`src/rtl/replacement_controller.sv`:
```
// Cache miss-handling controller: picks a victim way from valid bits and the LRU
// one-hot, sequences writeback/refill handshakes, then strobes the LRU update.
module replacement_controller #(
  parameter int unsigned WIDTH      = 4,
  parameter int unsigned INDEX_BITS = 8
) (
  input  logic                              clock,
  input  logic                              reset,
  input  logic                              miss_req,
  input  logic [INDEX_BITS-1:0]             miss_index,
  output logic                              miss_ready,
  output logic [INDEX_BITS-1:0]             lru_index,
  input  logic [WIDTH-1:0]                  lru,
  input  logic [WIDTH-1:0]                  way_valid,
  input  logic [WIDTH-1:0]                  way_dirty,
  output logic [$clog2(WIDTH)-1:0]          lru_access,
  output logic                              lru_access_valid,
  output logic                              wb_req,
  input  logic                              wb_ack,
  output logic                              fill_req,
  input  logic                              fill_ack,
  output logic [$clog2(WIDTH)-1:0]          victim_way,
  output logic                              done,
  output logic                              lru_error
);

  localparam int unsigned WAY_BITS = $clog2(WIDTH);

  typedef enum logic [2:0] {
    S_IDLE,
    S_WAIT,
    S_SELECT,
    S_WB,
    S_FILL,
    S_UPDATE
  } state_t;

  state_t                  state_q, state_d;
  logic [INDEX_BITS-1:0]   idx_q, idx_d;
  logic [WAY_BITS-1:0]     victim_d, access_d;
  logic                    ready_d, wb_req_d, fill_req_d, upd_d, err_d;

  logic                    inv_found, lru_found;
  logic [WAY_BITS-1:0]     inv_way, lru_way, sel_way;
  logic                    sel_err, sel_wb;

  // Lowest-numbered invalid way and lowest-numbered set LRU bit
  always_comb begin
    inv_found = 1'b0;
    inv_way   = '0;
    lru_found = 1'b0;
    lru_way   = '0;
    for (int i = WIDTH - 1; i >= 0; i--) begin
      if (!way_valid[i]) begin
        inv_found = 1'b1;
        inv_way   = WAY_BITS'(i);
      end
      if (lru[i]) begin
        lru_found = 1'b1;
        lru_way   = WAY_BITS'(i);
      end
    end
  end

  // An all-zero LRU vector with no invalid way falls back to way 0 and flags an error
  assign sel_way = inv_found ? inv_way : (lru_found ? lru_way : '0);
  assign sel_err = !inv_found && !lru_found;
  assign sel_wb  = way_valid[sel_way] && way_dirty[sel_way];

  // LRU read address follows the request while idle so the RAM read starts at accept
  assign lru_index = (state_q == S_IDLE) ? miss_index : idx_q;

  always_comb begin
    state_d    = state_q;
    idx_d      = idx_q;
    victim_d   = victim_way;
    err_d      = lru_error;
    wb_req_d   = 1'b0;
    fill_req_d = 1'b0;
    upd_d      = 1'b0;
    access_d   = '0;
    case (state_q)
      S_IDLE: begin
        if (miss_req) begin
          idx_d   = miss_index;
          state_d = S_WAIT;
        end
      end
      S_WAIT:   state_d = S_SELECT;
      S_SELECT: begin
        victim_d = sel_way;
        err_d    = lru_error | sel_err;
        if (sel_wb) begin
          state_d  = S_WB;
          wb_req_d = 1'b1;
        end else begin
          state_d    = S_FILL;
          fill_req_d = 1'b1;
        end
      end
      S_WB: begin
        if (wb_ack) begin
          state_d    = S_FILL;
          fill_req_d = 1'b1;
        end else begin
          wb_req_d = 1'b1;
        end
      end
      S_FILL: begin
        if (fill_ack) begin
          state_d  = S_UPDATE;
          upd_d    = 1'b1;
          access_d = victim_way;
        end else begin
          fill_req_d = 1'b1;
        end
      end
      S_UPDATE: state_d = S_IDLE;
      default:  state_d = S_IDLE;
    endcase
    ready_d = (state_d == S_IDLE);
  end

  always_ff @(posedge clock or negedge reset) begin
    if (!reset) begin
      state_q          <= S_IDLE;
      idx_q            <= '0;
      victim_way       <= '0;
      lru_error        <= 1'b0;
      miss_ready       <= 1'b1;
      wb_req           <= 1'b0;
      fill_req         <= 1'b0;
      lru_access_valid <= 1'b0;
      lru_access       <= '0;
      done             <= 1'b0;
    end else begin
      state_q          <= state_d;
      idx_q            <= idx_d;
      victim_way       <= victim_d;
      lru_error        <= err_d;
      miss_ready       <= ready_d;
      wb_req           <= wb_req_d;
      fill_req         <= fill_req_d;
      lru_access_valid <= upd_d;
      lru_access       <= access_d;
      done             <= upd_d;
    end
  end

endmodule

```
`config.mk`:
```
export PLATFORM = sky130hd
export DESIGN_NAME = replacement_controller
export DESIGN_NICKNAME = d
export VERILOG_FILES = /design/src/rtl/replacement_controller.sv
export SDC_FILE = /design/constraint.sdc
export NUM_CORES = 1
export LEC_CHECK = 0
export BUFFER_PORTS_ARGS = -buffer_cell sky130_fd_sc_hd__buf_4
export CAP_MARGIN = 15
export CORE_MARGIN = 10
export CORE_UTILIZATION = 43
export CTS_CLUSTER_SIZE = 16
export DETAILED_ROUTE_END_ITERATION = 16
export HOLD_SLACK_MARGIN = 0.05
export PLACE_DENSITY = 0.81
export SYNTH_ARGS = -nofsm -noshare
export SYNTH_HDL_FRONTEND = slang
export SYNTH_SLANG_ARGS = --single-unit
```
`constraint.sdc`:
```
create_clock -name clock -period 1.3 [get_ports clock]
set_input_delay 0.13 -clock clock [delete_from_list [all_inputs] [get_ports clock]]
set_output_delay 0.13 -clock clock [all_outputs]
set_load 0.005 [all_outputs]
```
==> results of run 1 <==
## state kept, by name, indices dropped and copies added (netlist names)
signal / count
idx_q: 8
state_q: 3
lru_access: 2
victim_way: 2
done: 1
fill_req: 1
lru_error: 1
miss_ready: 1
wb_req: 1
## power breakdown
| group | switching, uW | total [uW] | internal, uW | leakage (uW) |
|---|---|---|---|---|
| sequential | 124 | 981 | 857 | 0.000250 |
| clock | 183 | 354 | 171 | 0.0000210 |
| combinational | 604 | 1640 | 1040 | 0.000591 |
## cell usage after synthesis
library cell / count
inv_1: 2
a31oi_1: 1
and3_1: 2
and2b_1: 1
o31a_1: 1
or2b_2: 1
o211a_1: 2
nand2_4: 1
nor2_1: 8
or3b_4: 1
a21boi_4: 1
and2_1: 1
a41o_2: 1
o21ai_0: 2
dfrtp_1: 19
mux2_2: 18
nand2_1: 6
a32oi_1: 1
nand2b_2: 2
a2111oi_4: 1
nor4_1: 1
nor4bb_4: 1
nor3_4: 1
nand3_1: 1
nor3_1: 2
o21ai_2: 2
dfstp_2: 1
and4_2: 1
a21oi_1: 5
o21a_1: 1
nor3b_1: 1
buf_4: 2
and2b_2: 1
## metal layers
layer  track usage (%)  up-vias  wire length (um)
li1                  -      466                 -
met3             3.766        4               263
met5                 0        -                 0
met1             12.24      448              1191
met4             5.806        0                32
met2             20.28       40              1462
## metrics by stage
step | hold WS [ps] | setup WS (ps) | utilization, %
after floorplan | -165.6 | -119.7 | -
after global placement | 17.27 | -168.2 | 63.56
after detailed placement | 20.24 | -206.1 | 63.56
after CTS | 56.04 | -431.3 | 68.20
after global routing | 57.32 | -495.3 | 69.88
final | 62.90 | -413.2 | 69.88
## kinds of logic after synthesis
kind of cell / Yosys count / synth area share, %
compound gates: 18 / 14.61
buf+inv: 4 / 2.038
mux: 18 / 18.35
simple gates: 32 / 19.59
flops: 20 / 45.41
## critical path, cell delays in order, from the launching register on
cell and delay [ps]:
dfrtp_2 450, nor3_4 210, buf_12 150, mux2_2 330, buf_4 140
## final timing paths
kind                                 to  slack [ps]  cells past startpoint
max in group asynchronous    miss_ready         810                      2
max                        lru_index[2]        -410                      4
min in group asynchronous          done         230                      2
min                            idx_q[5]          60                      2
min reg2reg                    idx_q[1]         510                      1
max reg2reg                   lru_error        -290                      6
## what timing repair did
item	CTS	global route
pin swaps	1	2
hold buffers	1	0
cloned	0	0
endpoints found under the setup margin	20	25
buffers inserted	6	1
gates resized for setup	6	8
hold endpoints to repair	20	0
## area by class of cell
class,count,area (um2)
Clock buffer,4,36.28
Fill cell,185,739.5
Inverter,2,7.507
Multi-Input combinational cell,68,628.1
Sequential cell,20,503.0
Tap cell,30,37.54
Timing Repair Buffer,64,503.0
==> flow_summary.toml, run 1 <==
[synthesis]
ys_warn_count = 0
synth_cells = 92
synth_area_um2 = 1105
synth_nets = 117
avgSynthCellArea_um2 = 12.01
synth_top_area_share_pct = 43.04
ys_seq_area_share_pct = 45.41
synth_area_leader_cell = "dfrtp_1"
synthDistinctLibCells = 33
synth-seq-cells = 20
yosys-top-cells-area = "dfrtp_1, mux2_2, nor2_1"

[route]
ant_nets = 0
routed_wl_um = 2948
wl_per_cell_um = 15.68
drc_errors = 0
dr.pass1.iters = 4
via_count = 958
viasPerCell = 5.096
drtIter0Drc = 23

[clocking]
clk_latency_ps = 300
cts_buffers = 3
clkTransAtPathRegs_ps = 110
cts_tree = "done"
htree_num_levels = 1
clk_path_buf_depth = 2
ctsRootBufferMaster = "clkbuf_4"
cts.sinks = 20

[placement]
placed_area_um2 = 1560
placed_cells = 176
place.detailed.hpwl_um = 2246
portBuffers = 42
gp_congestion = 0.8151

[cells_and_area]
drive_above_1_share_pct = 67.72
num_antenna_cells = 0
fin_cells = 188
stdcell_area_um2 = 1715
area_growth_pct = 55.27
fin_nets = 184
final_common_cell = "buf_4"
final_cell_mix = "buf_4, dfrtp_1, mux2_2"

[timing]
slew_headroom_pct = 73.92
fin_ws_ps = -413.2
grt_setup_unrepaired = "true"
min_period_ps = 1713
fin_crit_sh_pct = 131.8
clock-skew-final_ps = 1.780
finalSetupTns_ps = -6220
max_freq_mhz = 583.7
hold_viol = 0
final_max_slew_viol_count = 0
setup_viol = 23
worst_pin_slew_ps = 391.1

[floorplan]
dieArea_um2 = 4997
fp.coreArea_um2 = 2455
initial_core_util_pct = 45.01
die_w_um = 70.69
die_h_um = 70.69
io_pins = 43
rows = 18

[min_path]
min_from = "miss_index[5]"
hold_path.class = "input port to flop"

[flow_run]
maxCapViolCount = 0

[critical_path]
crit_path_start = "state_q[0]"
crit_path_max_fanout = 9
required_ps = 1170
worstSetupStartpointType = "flop"
endpoint_kind = "output pin"
arrival_ps = 1580
rr_startpoint = "state_q[1]"
critPathKind = "flop to output pin"

[grt]
grt_overflow_total = 0
track_usage_pct = 11.63
antenna_found_initial = 0
grt_start_max_net_pins = 21
grt_pass1_wl_um = 4899
grt_pass1_vias = 1088

[power_and_ir_drop]
p_total_uw = 2975
p_per_area_nw_per_um2 = 1734
leakage_uw = 0.0008617
peakVddDrop_uv = 1005

[run_status]
violations = "setup timing"
run_status = "finished, violations left"
(Power assumes the default switching activity.)
==> run 2: changes to the inputs <==
--- a/config.mk
+++ b/config.mk
@@ -12,7 +12,7 @@
 export CTS_CLUSTER_SIZE = 16
 export DETAILED_ROUTE_END_ITERATION = 16
 export HOLD_SLACK_MARGIN = 0.05
-export PLACE_DENSITY = 0.81
+export PLACE_DENSITY = 0.75
 export SYNTH_ARGS = -nofsm -noshare
 export SYNTH_HDL_FRONTEND = slang
 export SYNTH_SLANG_ARGS = --single-unit
==> flow_summary.toml, run 2 (same netlist as run 1, synthesis figures left out) <==
[timing]
max_freq_mhz = 586.5
min_period_ps = 1705
hold_viol = 0
grt_setup_unrepaired = "true"
fin_ws_ps = -404.9
fin_hold_ws_ps = 58.02
fin_crit_sh_pct = 131.1
setup_viol = 23
final_max_slew_viol_count = 0
finalSetupTns_ps = -5899
worst_pin_slew_ps = 436.5
slew_headroom_pct = 70.86
clock-skew-final_ps = 7.364

[clocking]
cts_buffers = 3
htree_num_levels = 1
clkTransAtPathRegs_ps = 120
cts.sinks = 20
cts_tree = "done"
clk_latency_ps = 300
clk_path_buf_depth = 2
ctsRootBufferMaster = "clkbuf_4"

[route]
dr.pass1.iters = 4
viasPerCell = 5.188
wl_per_cell_um = 15.81
via_count = 996
drc_errors = 0
routed_wl_um = 3036
drtIter0Drc = 23
ant_nets = 0

[critical_path]
path_cells = "nor3_4 -> buf_12 -> mux2_2 -> buf_4"
endpoint_kind = "output pin"
crit_path_max_fanout = 9
crit_path_start = "state_q[2]"
r2r_slack_ps = -320
timing.rr.end = "fill_req"
critPathSlowestCell = "dfrtp_1"
arrival_ps = 1570
rr_worst_depth = 6
required_ps = 1170
rr_startpoint = "state_q[2]"
cpPeakStageDelay_ps = 430
critPathKind = "flop to output pin"
worstSetupStartpointType = "flop"

[cells_and_area]
seq_area_um2 = 503.0
area_growth_pct = 61.95
stdcell_area_um2 = 1789
fill_cells = 179
final_cell_mix = "buf_4, dfrtp_1, mux2_2"
multi_input_area_um2 = 630.6
top_register = "idx_q"
reg_top3 = "idx_q: 8 flops, state_q: 3 flops"
largest_reg_flops = 8
final_common_cell = "buf_4"
fin_nets = 188
num_antenna_cells = 0
drive_above_1_share_pct = 67.28
final_core_util_pct = 72.88

[floorplan]
rows = 18
die_h_um = 70.69
die_w_um = 70.69
dieArea_um2 = 4997
io_pins = 43
fp.coreArea_um2 = 2455
initial_core_util_pct = 45.01

[placement]
pre_cts_slack_ps = -205.1
place.detailed.hpwl_um = 2317
placed_area_um2 = 1588
gp_congestion = 0.7788
portBuffers = 42

[grt]
grt_start_max_net_pins = 21
antenna_found_initial = 0
grt_overflow_total = 0
grt_pass1_vias = 1096
grt_pass1_wl_um = 5147
track_usage_pct = 12.24

[flow_run]
maxCapViolCount = 0

[run_status]
violations = "setup timing"
run_status = "finished, violations left"

[power_and_ir_drop]
leakage_uw = 0.0009002
p_per_area_nw_per_um2 = 1782
peakVddDrop_uv = 1187

[min_path]
hold_path.class = "input port to flop"
min_to = "idx_q[5]"
min_from = "miss_index[5]"
hold_depth = 2
run 2: cell count changes in the layout (fill, tap and decap cells not counted), sizes merged:
cell / change
dlygate4sd3: +2
clkbuf: -1
buf: +2
bufinv: +1
run 2: how the worst max path moves through the flow:
stage / endpoint / slack (ps) / cells past startpoint
final: lru_index[6] / -400 / 4
after global routing: lru_index[4] / -480 / 4
after CTS: lru_index[1] / -410 / 4
after detailed placement: state_q[1] / -210 / 6
after global placement: state_q[0] / -170 / 5
after floorplan: state_q[0] / -120 / 5
run 2: layout make-up:
class | count | area share (%)
clock buffers | 3 | 1.259
clock inverters | 1 | 1.678
inverters | 2 | 0.4196
multi-input cells | 68 | 35.24
flip-flops and latches | 20 | 28.11
well taps | 30 | 2.098
repair buffers | 68 | 31.19
run 2: power breakdown:
| group | internal [uW] | total [uW] | switching, uW |
|---|---|---|---|
| Combinational | 1080 | 1690 | 610 |
| Sequential | 857 | 985 | 128 |
| Clock | 312 | 510 | 198 |
| Total | 2250 | 3190 | 936 |
run 2: what timing repair did:
item | 4_1_cts | 5_1_grt
pin swaps | 3 | 3
gates resized for setup | 6 | 11
endpoints found under the hold margin | 20 | 2
setup endpoints to repair | 19 | 27
hold buffers | 1 | 2
buffers inserted | 6 | 1
run 2: stage by stage:
| step | power, uW | instances |
|---|---|---|
| final | 3188 | 192 |
| after global routing | 3398 | 192 |
| after CTS | 3097 | 189 |
| after detailed placement | 2464 | 178 |
| after global placement | 2408 | 178 |
| after floorplan | 1703 | 92 |
run 2: per-layer routing:
metal	vias up	part of all wire, %	global-route usage (%)
met5	-	0	0
met4	0	1.8	6.882
met3	4	4.8	2.232
met2	35	54	22.45
met1	480	40	12.68
li1	477	-	-
run 2: worst max-delay path: cells and delay by family (launching register included):
family	cells	cell delay, ps
buf+inv	2	290
flops	1	430
mux	1	340
simple gates	1	220
